`src/rtl/half_adder_bist.sv`:
```
`default_nettype none
// ============================================================================
//  Module      : half_adder_bist
//  Description : Built-in self-test controller for a half-adder cell. Walks
//                the cell through vectors 00,01,10,11 for LOOPS passes, holds
//                each vector SETTLE_CYCLES cycles, then checks SUM/CARRY
//                against the golden function and reports pass/fail, a
//                saturating error count and the first failing vector.
//  Revision    : 1.0 - initial release
// ============================================================================
module half_adder_bist #(
   parameter int SETTLE_CYCLES = 1,
   parameter int LOOPS         = 1,
   parameter int CNT_W         = 8
) (
   input  logic             CLK,
   input  logic             RST_N,
   input  logic             START,
   input  logic             ABORT,
   output logic             HA_A,
   output logic             HA_B,
   input  logic             HA_SUM,
   input  logic             HA_CARRY,
   output logic             BUSY,
   output logic             DONE,
   output logic             PASS,
   output logic             FAIL_VALID,
   output logic [1:0]       FAIL_VEC,
   output logic [CNT_W-1:0] ERR_COUNT
);

   // Settle counter must hold the value SETTLE_CYCLES; loop counter must
   // hold LOOPS-1 (at least one bit in both cases).
   localparam int SET_W = $clog2(SETTLE_CYCLES + 1);
   localparam int LOOP_W = (LOOPS < 2) ? 1 : $clog2(LOOPS);

   localparam logic [SET_W-1:0]  SETTLE_LOAD = SET_W'(SETTLE_CYCLES);
   localparam logic [LOOP_W-1:0] LOOP_LAST   = LOOP_W'(LOOPS - 1);
   localparam logic [CNT_W-1:0]  ERR_MAX     = {CNT_W{1'b1}};

   typedef enum logic [1:0] {
      IDLE   = 2'd0,
      SETTLE = 2'd1,
      CHECK  = 2'd2,
      REPORT = 2'd3
   } state_t;

   state_t             state;
   state_t             next_state;
   logic [SET_W-1:0]   settle_cnt;
   logic [LOOP_W-1:0]  loop_cnt;

   // Event decodes shared by the FSM and the datapath.
   logic               start_ok;
   logic               do_start;
   logic               do_abort;
   logic               do_check;
   logic               last_check;
   logic               mismatch;
   logic [1:0]         cur_vec;
   logic [1:0]         nxt_vec;

   assign cur_vec = {HA_A, HA_B};
   assign nxt_vec = cur_vec + 2'd1;

   // Decode run events and compare the cell response with the golden
   // half-adder; either bit wrong is a single mismatch for the vector.
   always_comb begin
      start_ok   = START & ~ABORT;
      do_start   = (state == IDLE) & start_ok;
      do_abort   = ((state == SETTLE) | (state == CHECK)) & ABORT;
      do_check   = (state == CHECK) & ~ABORT;
      last_check = (cur_vec == 2'b11) & (loop_cnt == LOOP_LAST);
      mismatch   = (HA_SUM != (HA_A ^ HA_B)) | (HA_CARRY != (HA_A & HA_B));
   end

   // State register.
   always_ff @(posedge CLK or negedge RST_N) begin
      if (!RST_N) begin
         state <= IDLE;
      end else begin
         state <= next_state;
      end
   end

   // Next-state logic; ABORT only acts while a run is in flight.
   always_comb begin
      next_state = state;
      case (state)
         IDLE: begin
            if (start_ok) begin
               next_state = SETTLE;
            end
         end
         SETTLE: begin
            if (ABORT) begin
               next_state = IDLE;
            end else if (settle_cnt <= SET_W'(1)) begin
               next_state = CHECK;
            end
         end
         CHECK: begin
            if (ABORT) begin
               next_state = IDLE;
            end else if (last_check) begin
               next_state = REPORT;
            end else begin
               next_state = SETTLE;
            end
         end
         REPORT: begin
            next_state = IDLE;
         end
         default: begin
            next_state = IDLE;
         end
      endcase
   end

   // Registered status flags follow the state that is being entered, so
   // they change on the same edge as the state.
   always_ff @(posedge CLK or negedge RST_N) begin
      if (!RST_N) begin
         BUSY <= 1'b0;
         DONE <= 1'b0;
      end else begin
         BUSY <= (next_state == SETTLE) | (next_state == CHECK);
         DONE <= (next_state == REPORT);
      end
   end

   // Vector sequencing, settle/loop counting and result accumulation.
   always_ff @(posedge CLK or negedge RST_N) begin
      if (!RST_N) begin
         HA_A       <= 1'b0;
         HA_B       <= 1'b0;
         settle_cnt <= '0;
         loop_cnt   <= '0;
         PASS       <= 1'b0;
         FAIL_VALID <= 1'b0;
         FAIL_VEC   <= 2'b00;
         ERR_COUNT  <= '0;
      end else if (do_start) begin
         HA_A       <= 1'b0;
         HA_B       <= 1'b0;
         settle_cnt <= SETTLE_LOAD;
         loop_cnt   <= '0;
         PASS       <= 1'b0;
         FAIL_VALID <= 1'b0;
         FAIL_VEC   <= 2'b00;
         ERR_COUNT  <= '0;
      end else if (do_abort) begin
         // Error history of the aborted run is kept for inspection.
         HA_A       <= 1'b0;
         HA_B       <= 1'b0;
         settle_cnt <= '0;
         loop_cnt   <= '0;
         PASS       <= 1'b0;
      end else if (state == SETTLE) begin
         settle_cnt <= settle_cnt - SET_W'(1);
      end else if (do_check) begin
         if (mismatch) begin
            if (ERR_COUNT != ERR_MAX) begin
               ERR_COUNT <= ERR_COUNT + CNT_W'(1);
            end
            if (!FAIL_VALID) begin
               FAIL_VALID <= 1'b1;
               FAIL_VEC   <= cur_vec;
            end
         end
         if (last_check) begin
            HA_A       <= 1'b0;
            HA_B       <= 1'b0;
            settle_cnt <= '0;
            loop_cnt   <= '0;
            PASS       <= ~FAIL_VALID & ~mismatch;
         end else begin
            HA_A       <= nxt_vec[1];
            HA_B       <= nxt_vec[0];
            settle_cnt <= SETTLE_LOAD;
            if (cur_vec == 2'b11) begin
               loop_cnt <= loop_cnt + LOOP_W'(1);
            end
         end
      end
   end

endmodule
`default_nettype wire

```
`config.mk`:
```
export PLATFORM = sky130hd
export DESIGN_NAME = half_adder_bist
export DESIGN_NICKNAME = d
export VERILOG_FILES = /design/src/rtl/half_adder_bist.sv
export SDC_FILE = /design/constraint.sdc
export NUM_CORES = 1
export LEC_CHECK = 0
export BUFFER_PORTS_ARGS = -buffer_cell sky130_fd_sc_hd__buf_2
export CAP_MARGIN = 30
export CORE_MARGIN = 4
export CORE_UTILIZATION = 48
export DETAILED_ROUTE_END_ITERATION = 10
export PLACE_DENSITY = 0.85
export SLEW_MARGIN = 20
export SYNTH_ARGS = -nofsm -noshare
export SYNTH_HDL_FRONTEND = slang
export SYNTH_SLANG_ARGS = --single-unit
```
`constraint.sdc`:
```
create_clock -name CLK -period 1.8 [get_ports CLK]
set_input_delay 0.09 -clock CLK [delete_from_list [all_inputs] [get_ports CLK]]
set_output_delay 0.09 -clock CLK [all_outputs]
set_load 0.02 [all_outputs]
```
Word-level counts from Yosys, hierarchy flattened
Index checks and enable logic that the tools add are counted.

storage, ports and cells
  bits in registers = 20
  output and inout port bits = 16

operators by class
  add/sub/neg operators = 4
  order comparisons = 1
  equality and inequality tests = 14
  mux-type cells = 49
  bitwise logic cells = 15
  reductions and logical operators = 14

operator list
  cell                 count
  $mux 8               6
  $mux 1               31
  $mux 2               11
  $eq 2x2->1 const B   5
  $reduce_and 5->1     2
  $add 8x1->8 const B  1
  $ne 8x8->1 const B   1
  $pmux 2 s4           1
  $reduce_bool 4->1    2
  $and 1x1->1          7
  $reduce_and 3->1     2
  $reduce_bool 2->1    3
  $reduce_bool 3->1    2
  $eq 2x1->1 const B   2
  $ne 2x2->1 const B   2
  $not 1->1            4
  $reduce_and 4->1     1
  $ne 3x3->1 const B   1
  $or 1x1->1           3
  $add 2x1->2 const B  1
  $logic_not 2->1      1
  $ne 1x1->1           2
  $ne 2x1->1 const B   1
  $reduce_and 2->1     1
  other kinds (4)      4

Logic depth before layout (Yosys ltp)
Gate-level depths: netlist (run 1).

  depth after elaboration = 10
  gate-level depth with buffers = 8

Worst setup path before layout (run 1)
Ideal clock, no wire load.

  path kind = reg-to-reg
  from = register state[1]
  to = register ERR_COUNT[1]
  setup time = 0.126 ns
  arrival time = 1.758 ns
  required time = 1.674 ns
  slack = -0.084 ns
  stages on the path, launching flop included = 9
  clock period less this slack = 1.884 ns
  cells stage by stage = dfrtp_1 inv_1 ha_1 buf_6 or3b_4 a21oi_4 buf_6 a21oi_2 a221o_1

between the ends
  longest elaborated chain between the ends = 5
  elaborated cells between the ends (all ways) = 14
  classes of those cells = eq/ne (4); mux (1); bitwise (4); reduce/logical (5)

RTL lines
  item                                             line         text
  from (decl)                                      48           state_t state;
  from (signal assigned)                           82           state <= next_state;
  $eq 2x1->1 / $eq 2x2->1 (equally long branches)  71, 159, 72
  $or 1x1->1                                       71           do_abort = ((state == SETTLE) | (state == CHECK)) & ABORT;
  $and 1x1->1                                      71
  $ne 2x2->1 (no line)                             n/a
  $reduce_and 5->1 (no line)                       n/a
  to (signal assigned)                             164          ERR_COUNT <= ERR_COUNT + CNT_W'(1);
  to (decl)                                        29           output logic [CNT_W-1:0] ERR_COUNT

Parallel ways exist; a longest one is shown, timed or not.
A chain may end at the register's enable or synchronous reset.

Worst setup path in the final report (run 1)
  from = register state[0]
  to = register ERR_COUNT[7]

Same word-level chain as after synthesis.

==> results of run 1 <==
[logic make-up (layout without fill, tap and decap cells)]
| family | count (synthesis) | after routing | synth area share |
|---|---|---|---|
| adder cells (fa/ha/maj) | 7 | 7 | 0.0803 |
| multiplexers | 3 | 3 | 0.0275 |
| AND/OR/NAND/NOR | 46 | 46 | 0.249 |
| flip-flops | 19 | 19 | 0.436 |
| XOR/XNOR | 2 | 2 | 0.0161 |
| AO/OA/AOI/OAI | 22 | 22 | 0.157 |
| buffers and inverters | 6 | 48 | 0.0344 |
[final cells by class]
cell class,count,area share
inverter,4,0.0104
multi-input combinational,80,0.441
tap,27,0.0235
sequential,19,0.330
timing repair buffer,40,0.176
clock buffer,4,0.0182
[routing by layer]
layer / GRT usage / vias up / routed length (um) / part of all wire
li1: - / 469 / - / -
met1: 0.174 / 471 / 1040 / 0.40
met2: 0.348 / 20 / 1400 / 0.54
met3: 0.0580 / 4 / 111 / 0.043
met4: 0.0278 / 0 / 21 / 0.0082
met5: 0 / - / 0 / 0
[sequential cells by signal, summed over array words and instances (netlist names)]
signal	flops
FAIL_VEC	2
FAIL_VALID	1
PASS	1
loop_cnt	1
DONE	1
ERR_COUNT	8
HA_A	1
HA_B	1
BUSY	1
state	2
[critical path, stage by stage (launching register included)]
cell      delay, ns
dfrtp_1        0.44
inv_2          0.09
ha_4           0.12
or3b_4         0.40
a21oi_4        0.19
buf_6          0.16
nand4b_1       0.11
nor3b_2        0.17
[stage by stage]
step | total power [W] | hold slack (ns) | TNS (ns) | std cells
floorplan | 0.00109 | -0.206 | -0.0404 | 105
global placement | 0.00133 | 0.0460 | 0 | 165
detailed placement | 0.00137 | 0.0519 | -0.0358 | 165
CTS | 0.00164 | 0.0908 | -0.000457 | 174
global route | 0.00177 | 0.110 | -0.272 | 174
finish | 0.00164 | 0.109 | 0 | 174
[synthesized netlist by cell type (all sizes together), types with 3 or more instances]
cell type / instances / area, sq um
a21oi: 7 / 50.1
dfrtp: 19 / 475
ha: 7 / 87.6
inv: 4 / 15.0
mux2i: 3 / 30.0
nand2: 11 / 41.3
nand2b: 5 / 31.3
nand3: 4 / 20.0
nor2: 5 / 18.8
nor3: 5 / 25.0
[power by group through the flow]
stage,logic [W],clock network (W),registers (W)
2_1_floorplan,0.000427,0,0.000663
3_3_place_gp,0.000758,0,0.000574
3_5_place_dp,0.000790,0,0.000576
4_1_cts,0.000851,0.000227,0.000566
5_1_grt,0.000941,0.000249,0.000583
6_report,0.000851,0.000219,0.000572
[what timing repair did]
item | 4_1_cts | 5_1_grt
hold buffers | 1 | 0
pin swaps | 2 | 1
endpoints found under the hold margin | 19 | 0
resized for setup | 5 | 3
endpoints found under the setup margin | 6 | 10
setup buffers | 4 | 0
[worst paths after layout]
path                       depth (start not counted)  slack [ns]            to
setup / recovery                                   7        0.01  ERR_COUNT[7]
min in group asynchronous                          2        0.24  ERR_COUNT[4]
max in group asynchronous                          2        1.25      loop_cnt
hold / removal                                     2        0.11      state[1]
setup reg to reg                                   7        0.01  ERR_COUNT[7]
hold reg to reg                                    2        0.52      loop_cnt
==> results.yml, run 1 <==
status:
  outcome: "completed"
cts:
  worstSkewPairLatency_ns: 0.30
  tritoncts_num_sinks: 19
  htree_num_levels: 1
  clock-root-buffer: "clkbuf_4"
  clk_path_buf_depth: 2
  clk_pin_slew_ns: 0.11
  cts_tree: "done"
  tritoncts.num_buffers: 3
routing:
  via_count_of_the_routed_design: 964
  firstDrtPassIters: 4
  initialDrtViolationCount: 27
  remaining_drc_errors: 0
  detail_route.wl_per_cell_um: 14.8
  vias_per_cell: 5.54
  final_antenna_net_count: 0
  finalWirelength_mm: 2.57
grt:
  global_route_wire_length_before_repair_mm: 4.38
  overall_routing_resource_usage: 0.175
  number_of_antenna_violations_at_the_first_check_in_global_routing: 0
  grt_start_max_net_pins: 20
  globalRouteOverflowTotal: 0
  first_global_vias: 1039
synthesis:
  synthesis.instances: 105
  syn_avg_cell_area_sq_um: 10.4
  synth-warning-count: 0
  async_sr_flop_fraction: 1.00
  netlist-cell-type-count: 37
  synth_edf_count: 0
  syn_area_sq_um: 1090
  postSynthNetCount: 118
  postSynthRegisterBits: 19
  ys_seq_area_frac: 0.436
  predominant_post_synthesis_flop_cell: "dfrtp_1"
setup_path:
  rr_startpoint: "state[0]"
  required_ns: 2.00
  critPathArrivalTime_ns: 1.98
  setup.worst_path.start_class: "register"
  path_class: "reg -> reg"
  crit_path_capture_type: "register"
  critical_path.max_fanout: 8
  cp-startpoint: "state[0]"
placement:
  pre_cts_ws_ns: -0.0358
  post-dp-hpwl_mm: 1.97
  post_dp_cell_area_sq_um: 1330
  io_buffer_count: 21
  place_congestion: 0.852
cells_and_area:
  fin_nets: 161
  post-route-util: 0.698
  insertedDiodeCount: 0
  register_area_sq_um: 475
  post-route-cell-area_sq_um: 1440
  fillcell_total: 165
  most_frequent_standard_cell_in_the_layout_excluding_fill_and_tap_cells: "buf_2"
  post_route_cells_drive_above_1_share: 0.388
  synthToLayoutAreaGrowth_pct: 32.0
  most-common-layout-cells: "buf_2, dfrtp_1, buf_4"
  multi_input_comb_area_sq_um: 636
power_and_ir_drop:
  power-per-cell-area_nw_per_um2: 1140
  vdd.ir_drop.worst_mv: 0.829
  share_clk_of_total_power: 0.133
  combinational_share_of_power: 0.518
  seq_power_share: 0.348
  p_int_w: 0.000984
  net-switching-power_w: 0.000658
  leakagePower_nw: 0.734
  power.switching_fraction: 0.401
sta:
  final_period_minus_worst_setup_slack_ns: 1.79
  fmax_mhz: 559
  grt_setup_unrepaired: "true"
  actual_transition_at_the_worst_max_transition_pin_ns: 0.431
  finalWorstSetupSlack_ns: 0.0117
  slew-limit-headroom: 0.713
  finalMaxSlewViolations: 0
  finalSetupViolations: 0
  finalHoldViolCount: 0
  worst_clock_skew_ns: 0.00339
  period_share: 0.993
die:
  die_width_um: 55.7
  initial_core_util: 0.529
  floorplan.core_area_sq_um: 2060
  dieHeight_um: 55.7
  floorplan.io_pins: 22
  fp.dieArea_sq_um: 3100
  cell_rows: 16
job:
  max_cap_violations: 0
min_path:
  min-delay-path-class: "in -> reg"
  startpoint_of_the_worst_hold_path: "ABORT"
No activity file was read; power rests on OpenSTA's default activity.
==> run 2, diff against run 1 <==
- CTS_BUF_LIST: unset -> sky130_fd_sc_hd__clkbuf_16
- clock period: 1.8 -> 1.5 ns (I/O delays scaled with it)
==> run 2 against run 1 <==
The run now ends with setup timing left. Hold slack better by 0.11 ns. Sequential power increased by 23%. Final area increased by 30%. Die area stayed put. Worst setup slack worse by 0.45 ns. Final cell count up 13%. Critical endpoint is now FAIL_VEC[1]. Clock skew up 0.0029 ns. Maximum frequency fell by 7.5%. Sequential share of layout area fell by 7.3 points. Largest cell class unchanged.
==> results.yml, run 2 (synthesis results as in run 1) <==
cells_and_area:
  post-route-util: 0.905
  largest_register_ff_count: 8
  fin_nets: 183
  largest_registers: "ERR_COUNT: 8 flops, FAIL_VEC: 2 flops, state: 2 flops"
  most_frequent_standard_cell_in_the_layout_excluding_fill_and_tap_cells: "buf_4"
  register_bank_with_the_most_flops: "ERR_COUNT"
  insertedDiodeCount: 0
  most-common-layout-cells: "buf_4, buf_2, dfrtp_1"
  post_route_cells_drive_above_1_share: 0.615
  synthToLayoutAreaGrowth_pct: 71.0
cts:
  tritoncts.num_buffers: 3
  htree_num_levels: 1
  worstSkewPairLatency_ns: 0.26
  tritoncts_num_sinks: 19
  clock-root-buffer: "clkbuf_16"
  clk_path_buf_depth: 2
  cts_tree: "done"
  clk_pin_slew_ns: 0.05
sta:
  slew-limit-headroom: 0.689
  grt_setup_unrepaired: "true"
  finalWorstSetupSlack_ns: -0.434
  finalSetupViolations: 19
  final_period_minus_worst_setup_slack_ns: 1.93
  actual_transition_at_the_worst_max_transition_pin_ns: 0.463
  finalHoldViolCount: 0
  finalMaxSlewViolations: 0
  period_share: 1.29
  worst_clock_skew_ns: 0.00628
  fmax_mhz: 517
setup_path:
  required_ns: 1.62
  rr_worst_depth: 6
  path_class: "reg -> reg"
  setup.worst_path.start_class: "register"
  critPathArrivalTime_ns: 2.06
  regToRegSetupSlack_ns: -0.43
  crit_path_capture_type: "register"
  critical_path.max_fanout: 3
grt:
  globalRouteOverflowTotal: 0
  grt_start_max_net_pins: 20
  overall_routing_resource_usage: 0.232
  first_global_vias: 1219
  global_route_wire_length_before_repair_mm: 5.60
  number_of_antenna_violations_at_the_first_check_in_global_routing: 0
placement:
  io_buffer_count: 21
  place_congestion: 0.843
  post-dp-hpwl_mm: 2.17
routing:
  initialDrtViolationCount: 57
  finalWirelength_mm: 4.45
  firstDrtPassIters: 4
  via_count_of_the_routed_design: 1182
  detail_route.wl_per_cell_um: 22.7
  vias_per_cell: 6.03
  final_antenna_net_count: 0
  remaining_drc_errors: 0
min_path:
  hold-path-cell-count: 2
  min-delay-path-class: "in -> reg"
job:
  max_cap_violations: 0
die:
  fp.dieArea_sq_um: 3100
  floorplan.core_area_sq_um: 2060
  initial_core_util: 0.529
  dieHeight_um: 55.7
  cell_rows: 16
  die_width_um: 55.7
  floorplan.io_pins: 22
status:
  failing_checks: "setup timing"
  outcome: "finished, violations left"
power_and_ir_drop:
  vdd.ir_drop.worst_mv: 1.49
  power-per-cell-area_nw_per_um2: 1630
  leakagePower_nw: 0.900
  p_total_w: 0.00304
## run 2: cell count changes in the layout (fill, tap and decap cells not counted), sizes merged
cell / previous run / this run
clkbuf: 4 / 3
buf: 39 / 61
inv: 4 / 5
## run 2: cell type report
cell class	instances	area, sq um
Timing Repair Buffer	62	453
Sequential cell	19	480
Multi-Input combinational cell	80	805
Inverter	4	15.0
Clock buffer	3	75.1
Fill cell	84	196
Clock inverter	1	3.75
Tap cell	27	33.8
## run 2: what timing repair did
action | CTS | global route
hold endpoints to repair | 19 | 0
endpoints found under the setup margin | 18 | 18
resized for setup | 29 | 21
buffers inserted | 9 | 5
cloned | 0 | 0
hold buffers | 1 | 0
pin swaps | 15 | 11
## run 2: layer usage
layer / global-route usage / vias up / share of wire
met5: 0 / - / 0
met4: 0.170 / 0 / 0.055
met3: 0.0487 / 23 / 0.065
met2: 0.434 / 68 / 0.53
met1: 0.218 / 581 / 0.35
li1: - / 510 / -
## run 2: metrics by stage
| stage | std cells | setup TNS, ns | setup slack (ns) | instance area [sq um] | hold WS [ns] |
|---|---|---|---|---|---|
| after floorplan | 105 | -2.35 | -0.340 | 1140 | -0.221 |
| after global placement | 180 | -2.35 | -0.232 | 1470 | 0.0282 |
| after detailed placement | 180 | -3.25 | -0.295 | 1470 | 0.0375 |
| after CTS | 194 | -3.01 | -0.268 | 1760 | 0.154 |
| after global routing | 196 | -6.29 | -0.465 | 1870 | 0.237 |
| final | 196 | -5.33 | -0.434 | 1870 | 0.216 |
## run 2: worst paths after layout
check                      startpoint      endpoint
max                          state[0]   FAIL_VEC[1]
min                             ABORT      state[1]
max reg2reg                  state[0]   FAIL_VEC[1]
min reg2reg                  loop_cnt      loop_cnt
max in group asynchronous       RST_N      state[0]
min in group asynchronous       RST_N  ERR_COUNT[5]
## run 2: report_power, final
| group | leakage (nW) | switching [W] | total (W) | internal, W |
|---|---|---|---|---|
| sequential | 0.252 | 0.0000862 | 0.000706 | 0.000620 |
| combinational | 0.606 | 0.000917 | 0.00178 | 0.000861 |
| clock | 0.0423 | 0.000198 | 0.000554 | 0.000355 |
| total | 0.900 | 0.00120 | 0.00304 | 0.00184 |
## run 2: worst max-delay path, stage by stage, from the launching register on
cell and delay (ns):
dfrtp_2 0.44, inv_2 0.10, ha_4 0.14, or3b_4 0.41, a211oi_2 0.30, o21bai_1 0.15
a32o_1 0.26
